$ cat config.mk
export PLATFORM = sky130hd
export DESIGN_NAME = serial_add_ctrl
export DESIGN_NICKNAME = d
export VERILOG_FILES = /design/src/rtl/serial_add_ctrl.sv
export SDC_FILE = /design/constraint.sdc
export NUM_CORES = 1
export LEC_CHECK = 0
export BUFFER_PORTS_ARGS = -buffer_cell sky130_fd_sc_hd__buf_2
export CORE_MARGIN = 5
export CORE_UTILIZATION = 55
export CTS_CLUSTER_DIAMETER = 80
export CTS_CLUSTER_SIZE = 16
export DETAILED_ROUTE_END_ITERATION = 6
export PLACE_DENSITY = 0.8
export SLEW_MARGIN = 20
export SYNTH_ARGS = -nofsm -noshare
export SYNTH_HDL_FRONTEND = slang
export SYNTH_SLANG_ARGS = --single-unit
$ cat constraint.sdc
create_clock -name clk -period 2.3 [get_ports clk]
set_input_delay 0 -clock clk [delete_from_list [all_inputs] [get_ports clk]]
set_output_delay 0 -clock clk [all_outputs]
set_load 0.1 [all_outputs]
$ cat src/rtl/serial_add_ctrl.sv
// Bit-serial N-bit adder: operands are captured on an accepted start, added LSB
// first through a single 1-bit datapath, and the result is published on DONE.
module serial_add_ctrl #(
    parameter int N = 4
) (
    input  logic         clk,
    input  logic         rst,
    input  logic         start,
    input  logic [N-1:0] a,
    input  logic [N-1:0] b,
    output logic         busy,
    output logic         done,
    output logic [N-1:0] sum,
    output logic         cout
);

    localparam int CW = (N > 2) ? $clog2(N) : 1;
    localparam logic [CW-1:0] LAST = CW'(N - 1);

    typedef enum logic [1:0] {
        IDLE = 2'd0,
        RUN  = 2'd1,
        DONE = 2'd2
    } state_t;

    state_t        state;
    logic [N-1:0]  sh_a;
    logic [N-1:0]  sh_b;
    logic [N-1:0]  res;
    logic          carry;
    logic [CW-1:0] cnt;

    // Shared 1-bit datapath: two half adders with their carries ORed.
    logic bit_a, bit_b, h1, g1, s_bit, g2, c_next;
    assign bit_a  = sh_a[0];
    assign bit_b  = sh_b[0];
    assign h1     = bit_a ^ bit_b;
    assign g1     = bit_a & bit_b;
    assign s_bit  = h1 ^ carry;
    assign g2     = h1 & carry;
    assign c_next = g1 | g2;

    always_ff @(posedge clk) begin
        if (rst) begin
            state <= IDLE;
            busy  <= 1'b0;
            done  <= 1'b0;
            sum   <= '0;
            cout  <= 1'b0;
            carry <= 1'b0;
            cnt   <= '0;
            sh_a  <= '0;
            sh_b  <= '0;
            res   <= '0;
        end else begin
            case (state)
                IDLE: begin
                    done <= 1'b0;
                    if (start) begin
                        sh_a  <= a;
                        sh_b  <= b;
                        carry <= 1'b0;
                        cnt   <= '0;
                        busy  <= 1'b1;
                        state <= RUN;
                    end
                end
                RUN: begin
                    sh_a  <= sh_a >> 1;
                    sh_b  <= sh_b >> 1;
                    carry <= c_next;
                    res   <= {s_bit, res[N-1:1]};
                    cnt   <= cnt + CW'(1);
                    // Final bit: publish the completed result on the way into DONE.
                    if (cnt == LAST) begin
                        sum   <= {s_bit, res[N-1:1]};
                        cout  <= c_next;
                        busy  <= 1'b0;
                        done  <= 1'b1;
                        state <= DONE;
                    end
                end
                DONE: begin
                    done  <= 1'b0;
                    state <= IDLE;
                end
                default: begin
                    busy  <= 1'b0;
                    done  <= 1'b0;
                    state <= IDLE;
                end
            endcase
        end
    end

endmodule

### Word-level counts from Yosys, hierarchy flattened

Index checks and enable logic that the tools add are counted.
Widths: inputs -> output; s select.

* add/sub/neg operators: 1
* eq/ne operators: 5
* mux-type cells: 14
* bitwise gates (word level): 7
* reduce and logical (&&, ||, !) cells: 7

Operators by type and width (number)
* $pmux 4 s2: 2
* $mux 4: 2
* $pmux 2 s2: 2
* $mux 2: 3
* $reduce_and 2->1: 3
* $eq 2x2->1 const B: 2
* $ne 2x2->1 const B: 2
* $mux 1: 3
* $pmux 1 s3: 1
* $reduce_and 3->1: 1
* $add 2x1->2 const B: 1
* $and 1x1->1: 2
* $eq 2x1->1 const B: 1
* $logic_not 2->1: 1
* $not 1->1: 2
* $pmux 1 s2: 1
* $reduce_bool 2->1: 1
* $reduce_or 2->1: 1
* $xor 1x1->1: 2
* $or 1x1->1: 1

* register bits after elaboration: 24
* bits of input ports: 11
* output and inout bits: 7
* logic and storage cells: 44

### Longest topological paths before layout

* depth in word-level cells: 4
* depth in mapped cells: 5

### Worst setup path before layout

Ideal clock, no wire load.

* kind: register -> register
* from: reg, netlist name sum[0]
* to: reg sum[0]
* setup time: 71 ps
* arrival time: 1172 ps
* slack: 1057 ps
* stages on the path, launching flop included: 3
* buffers on the path: 0
* period minus slack after synthesis: 1243 ps
* cell sequence: dfxtp_1 > nand2_1 > a21oi_1

RTL lines
* end signal: assignment: RTL line 76 `sum <= {s_bit, res[N-1:1]};`
* end: declaration: RTL line 13 `output logic [N-1:0] sum,`

### Worst setup path in the final report

* from: reg state[1]
* to: reg sh_b[1]

* word-level cells in the longest chain between the ends: 3

RTL lines
* start: declaration: RTL line 26 `state_t state;`
* start signal: assignment: RTL line 45 `state <= IDLE;`
* start signal: assignment: RTL line 65 `state <= RUN;`
* start signal: assignment: RTL line 80 `state <= DONE;`
* $eq 2x1->1 or $logic_not 2->1 (tied branches): RTL line 56 `case (state)`
* $reduce_bool 2->1 (no line) or $ne 2x2->1 (tied branches)
* $reduce_and 2->1 (no line)
* end signal: assignment: RTL line 70 `sh_b <= sh_b >> 1;`
* end: declaration: RTL line 28 `logic [N-1:0] sh_b;`

Several ways; a longest one is shown, not always the timed one.
A chain may end at the register's enable or synchronous reset.

==> results.md <==
CTS:
- The post-cts repair resize count is 0.
- At the later pin of the worst-skew pair, clock insertion delay measures 300 ps.
- Buffers inserted to repair hold after CTS numbered 2.
- After clock tree synthesis, the clock-pin slew on the worst setup and hold paths is 120 ps.
- The CTS tree is built.
- The maximum root-to-sink buffer count is 2.
- In this run, CTS created clock tree buffers numbering 3.
- In this run the number of H-tree levels came out at 1.
- The post-CTS setup repair buffer count is 0.
- The cell chosen for the clock root is sky130_fd_sc_hd__clkbuf_4.
- The clock drives 23 sinks.

STA:
- The summed negative setup slack over all endpoints is 0 ps.
- The relative slew slack is 59.3%.
- The number of hold violations in the final report is 0.
- Setup repair after global routing left no endpoint under its margin.
- The maximum clock skew at final layout is 3.36 ps.
- The count of endpoints failing setup in the final report is 0.
- The minimum period implied by the final worst setup slack is 1420 ps.
- At the pin with the least slew margin, the transition time is 610 ps.
- Static timing analysis puts the maximum clock frequency at 0.706 GHz.
- After layout, the worst path uses 61.6% of the clock period.
- The max-slew violation count is 0.

Outcome:
- The flow ran to the end, and the final reports show no timing, DRC or antenna violations.

GRT:
- In the global route stage, met3 resource usage came out at 4.07%.
- The initial antenna violation count is 0.
- For met2 alone, demand over resource in global routing was 25.6%.
- The first-pass GRT wire length is 2910 µm.
- The all-layer global routing usage is 14.9%.
- Entering global routing, the biggest net connects 24 pins.
- After global routing the overflow that remains totals 0.
- The number of global-route vias before repair is 658.
- For met1 alone, demand over resource in global routing was 17.1%.
- The most used routing layer is met2.

Route:
- After detailed routing, the average wire length per cell comes to 13.7 µm.
- The aggregate routed wire length is 1790 µm.
- The total via count in the routed design is 708.
- After detailed routing, the number of remaining DRC violations is 0.
- In the routed layout, each cell is associated on average with a via count of 5.40.
- The detailed router finished its first iteration with 5 violations.
- The pre-antenna-repair detailed-routing pass consisted of 4 iterations.
- The number of routed nets with antenna violations is 0.

Power:
- The power per cell area is 669 mW/mm².
- The leakage power figure is 0.428 nW.
- The peak ir drop on the vdd network is 623 µV.

Floorplanning:
- The die is 50.9 µm tall.
- 18 I/O pins were placed.
- The die covers 0.00259 mm².
- The die span in x is 50.9 µm.
- The core region is 0.00154 mm².
- In this run the core area contains 14 standard-cell rows.
- The initial utilization of the core area, before any placement, comes to 59.6%.

Synth:
- Ranked by total cell area, the synthesized netlist is headed by sky130_fd_sc_hd__dfxtp_1 (50%), sky130_fd_sc_hd__mux2i_1 (8.7%), sky130_fd_sc_hd__nor2_1 (5.3%), sky130_fd_sc_hd__a21oi_1 (4.9%), sky130_fd_sc_hd__a211oi_1 (4.9%).
- The most common flop cell mapped by yosys is sky130_fd_sc_hd__dfxtp_1.
- After synthesis, the netlist uses 22 different library cells.
- The cell area after synthesis is 918 µm².
- After synthesis, flip-flops and latches occupy 50.1% of the total area.
- A synthesized cell averages 9.28 µm².
- The synthesized net count is 112.
- The most area-hungry cell type in the Yosys netlist is sky130_fd_sc_hd__dfxtp_1.
- Counting flops with an async set or reset pin after synthesis yields a share of 0%.
- The post-synthesis sequential element count is 23.
- The number of enable flip-flop cells after synthesis is 0.
- After synthesis, the largest area contributor takes up 50.1% of total cell area.
- The library cell with the highest instance count after synthesis is sky130_fd_sc_hd__dfxtp_1.
- Yosys printed 0 warnings.
- By count the netlist is led by sky130_fd_sc_hd__dfxtp_1 (23), sky130_fd_sc_hd__nor2_1 (13), sky130_fd_sc_hd__nand2_1 (11).
- The cell count after synthesis is 99.

Min path:
- The worst hold path was traced through 3 stages.
- The worst hold path belongs to the class input pin to flip-flop.

Setup path:
- Data on the critical path arrives at its endpoint at 1630 ps.
- The data required time of the worst path is 2510 ps.
- The worst register-to-register path has a depth of 3.
- The critical path is of the flip-flop to flip-flop type.
- STA classifies the critical path startpoint as a flip-flop.
- The worst setup path is captured at a flip-flop.
- In this run the worst path has a maximum fanout of 17.

Finish:
- The layout overhead on the synthesized area is 11.9%.
- Cells with a size suffix above 1 make up 18.3% of the layout.
- For this run, the number of standard cells in the final layout without fillers is 131.
- The number of nets at the end of the flow is 129.
- The final instance area is 0.00103 mm².
- The repair_antennas step left the layout with diodes totalling 0.

Placement:
- Including well taps, the total number of placed cells is 125.
- Routability-driven placement finished with a final weighted congestion of 0.770.
- The estimated wirelength of the detail-placed design is 1300 µm.
- The placed cell area is 981 µm².
- Input and output buffers added on the ports amount to 17.

Run:
- The max capacitance violation total is 0.
==> sequential cells by signal (all words and copies together), names as in the netlist <==
register  count
res           3
sh_b          4
busy          1
cout          1
done          1
sh_a          4
sum           4
cnt           2
state         2
carry         1
==> power by group <==
part	total, mW	internal (mW)	switching (mW)
sequential	0.428	0.416	0.0124
combinational	0.0818	0.0320	0.0498
clock	0.177	0.0675	0.109
==> stage by stage <==
step,setup WS [ps],hold slack [ps],util [%],power [mW]
after floorplan,1060,72.8,-,0.498
after global placement,1050,238,63.6,0.511
after detailed placement,928,248,63.6,0.517
after CTS,890,19.0,66.6,0.692
after global routing,766,25.2,66.6,0.721
final,883,31.1,66.6,0.687
==> per-layer routing <==
layer / up-vias / part of all wire (%)
li1: 375 / -
met4: 0 / 1.2
met2: 11 / 51
met3: 2 / 5.0
met1: 320 / 43
met5: - / 0
==> logic make-up (layout without fill, tap and decap cells) <==
logic type               after synthesis  after routing  share of synthesized area (%)
flip-flops                            23             23                           50.1
AO/OA/AOI/OAI                         21             21                           14.4
multiplexers                           8              8                           8.72
buffers and inverters                  8             24                           5.04
adder cells (fa/ha/maj)                2              2                           3.54
AND/OR/NAND/NOR                       37             37                           18.1
==> worst paths after layout <==
path,endpoint,startpoint,slack [ps]
worst max-delay path,sh_b[1],state[1],880
worst min-delay path,sh_b[0],b[0],30
worst max register to register,sh_b[1],state[1],880
worst min register to register,sum[1],sum[1],460
==> placed cells by master, fill, tap and decap left out <==
cell                            instances
sky130_fd_sc_hd__inv_1                  1
sky130_fd_sc_hd__a211oi_1               6
sky130_fd_sc_hd__nand3_1                5
sky130_fd_sc_hd__and2b_2                1
sky130_fd_sc_hd__nor3_1                 3
sky130_fd_sc_hd__nand2b_1               2
sky130_fd_sc_hd__clkbuf_4               3
sky130_fd_sc_hd__nand2_1               11
sky130_fd_sc_hd__dfxtp_1               23
sky130_fd_sc_hd__ha_1                   1
sky130_fd_sc_hd__o21ai_0                1
sky130_fd_sc_hd__nor3b_1                1
sky130_fd_sc_hd__a21oi_1                9
sky130_fd_sc_hd__mux2i_1                8
sky130_fd_sc_hd__a22oi_1                4
sky130_fd_sc_hd__clkbuf_1               1
sky130_fd_sc_hd__fa_1                   1
sky130_fd_sc_hd__nand3b_1               1
sky130_fd_sc_hd__dlygate4sd3_1          2
sky130_fd_sc_hd__buf_2                 17
sky130_fd_sc_hd__nor2_1                13
sky130_fd_sc_hd__o21bai_1               1
==> cell type report <==
cell class,count,area (µm²)
fill,152,514
sequential,23,460
multi-input combinational,68,412
timing repair buffer,19,105
clock buffer,4,26.3
tap,16,20.0
inverter,1,3.75
==> worst max-delay path: stages, from the launching register on <==
cell and delay, ps:
sky130_fd_sc_hd__dfxtp_1 440, sky130_fd_sc_hd__nand2b_1 530, sky130_fd_sc_hd__nor2_1 90, sky130_fd_sc_hd__a211oi_1 270
(Power assumes the default switching activity.)
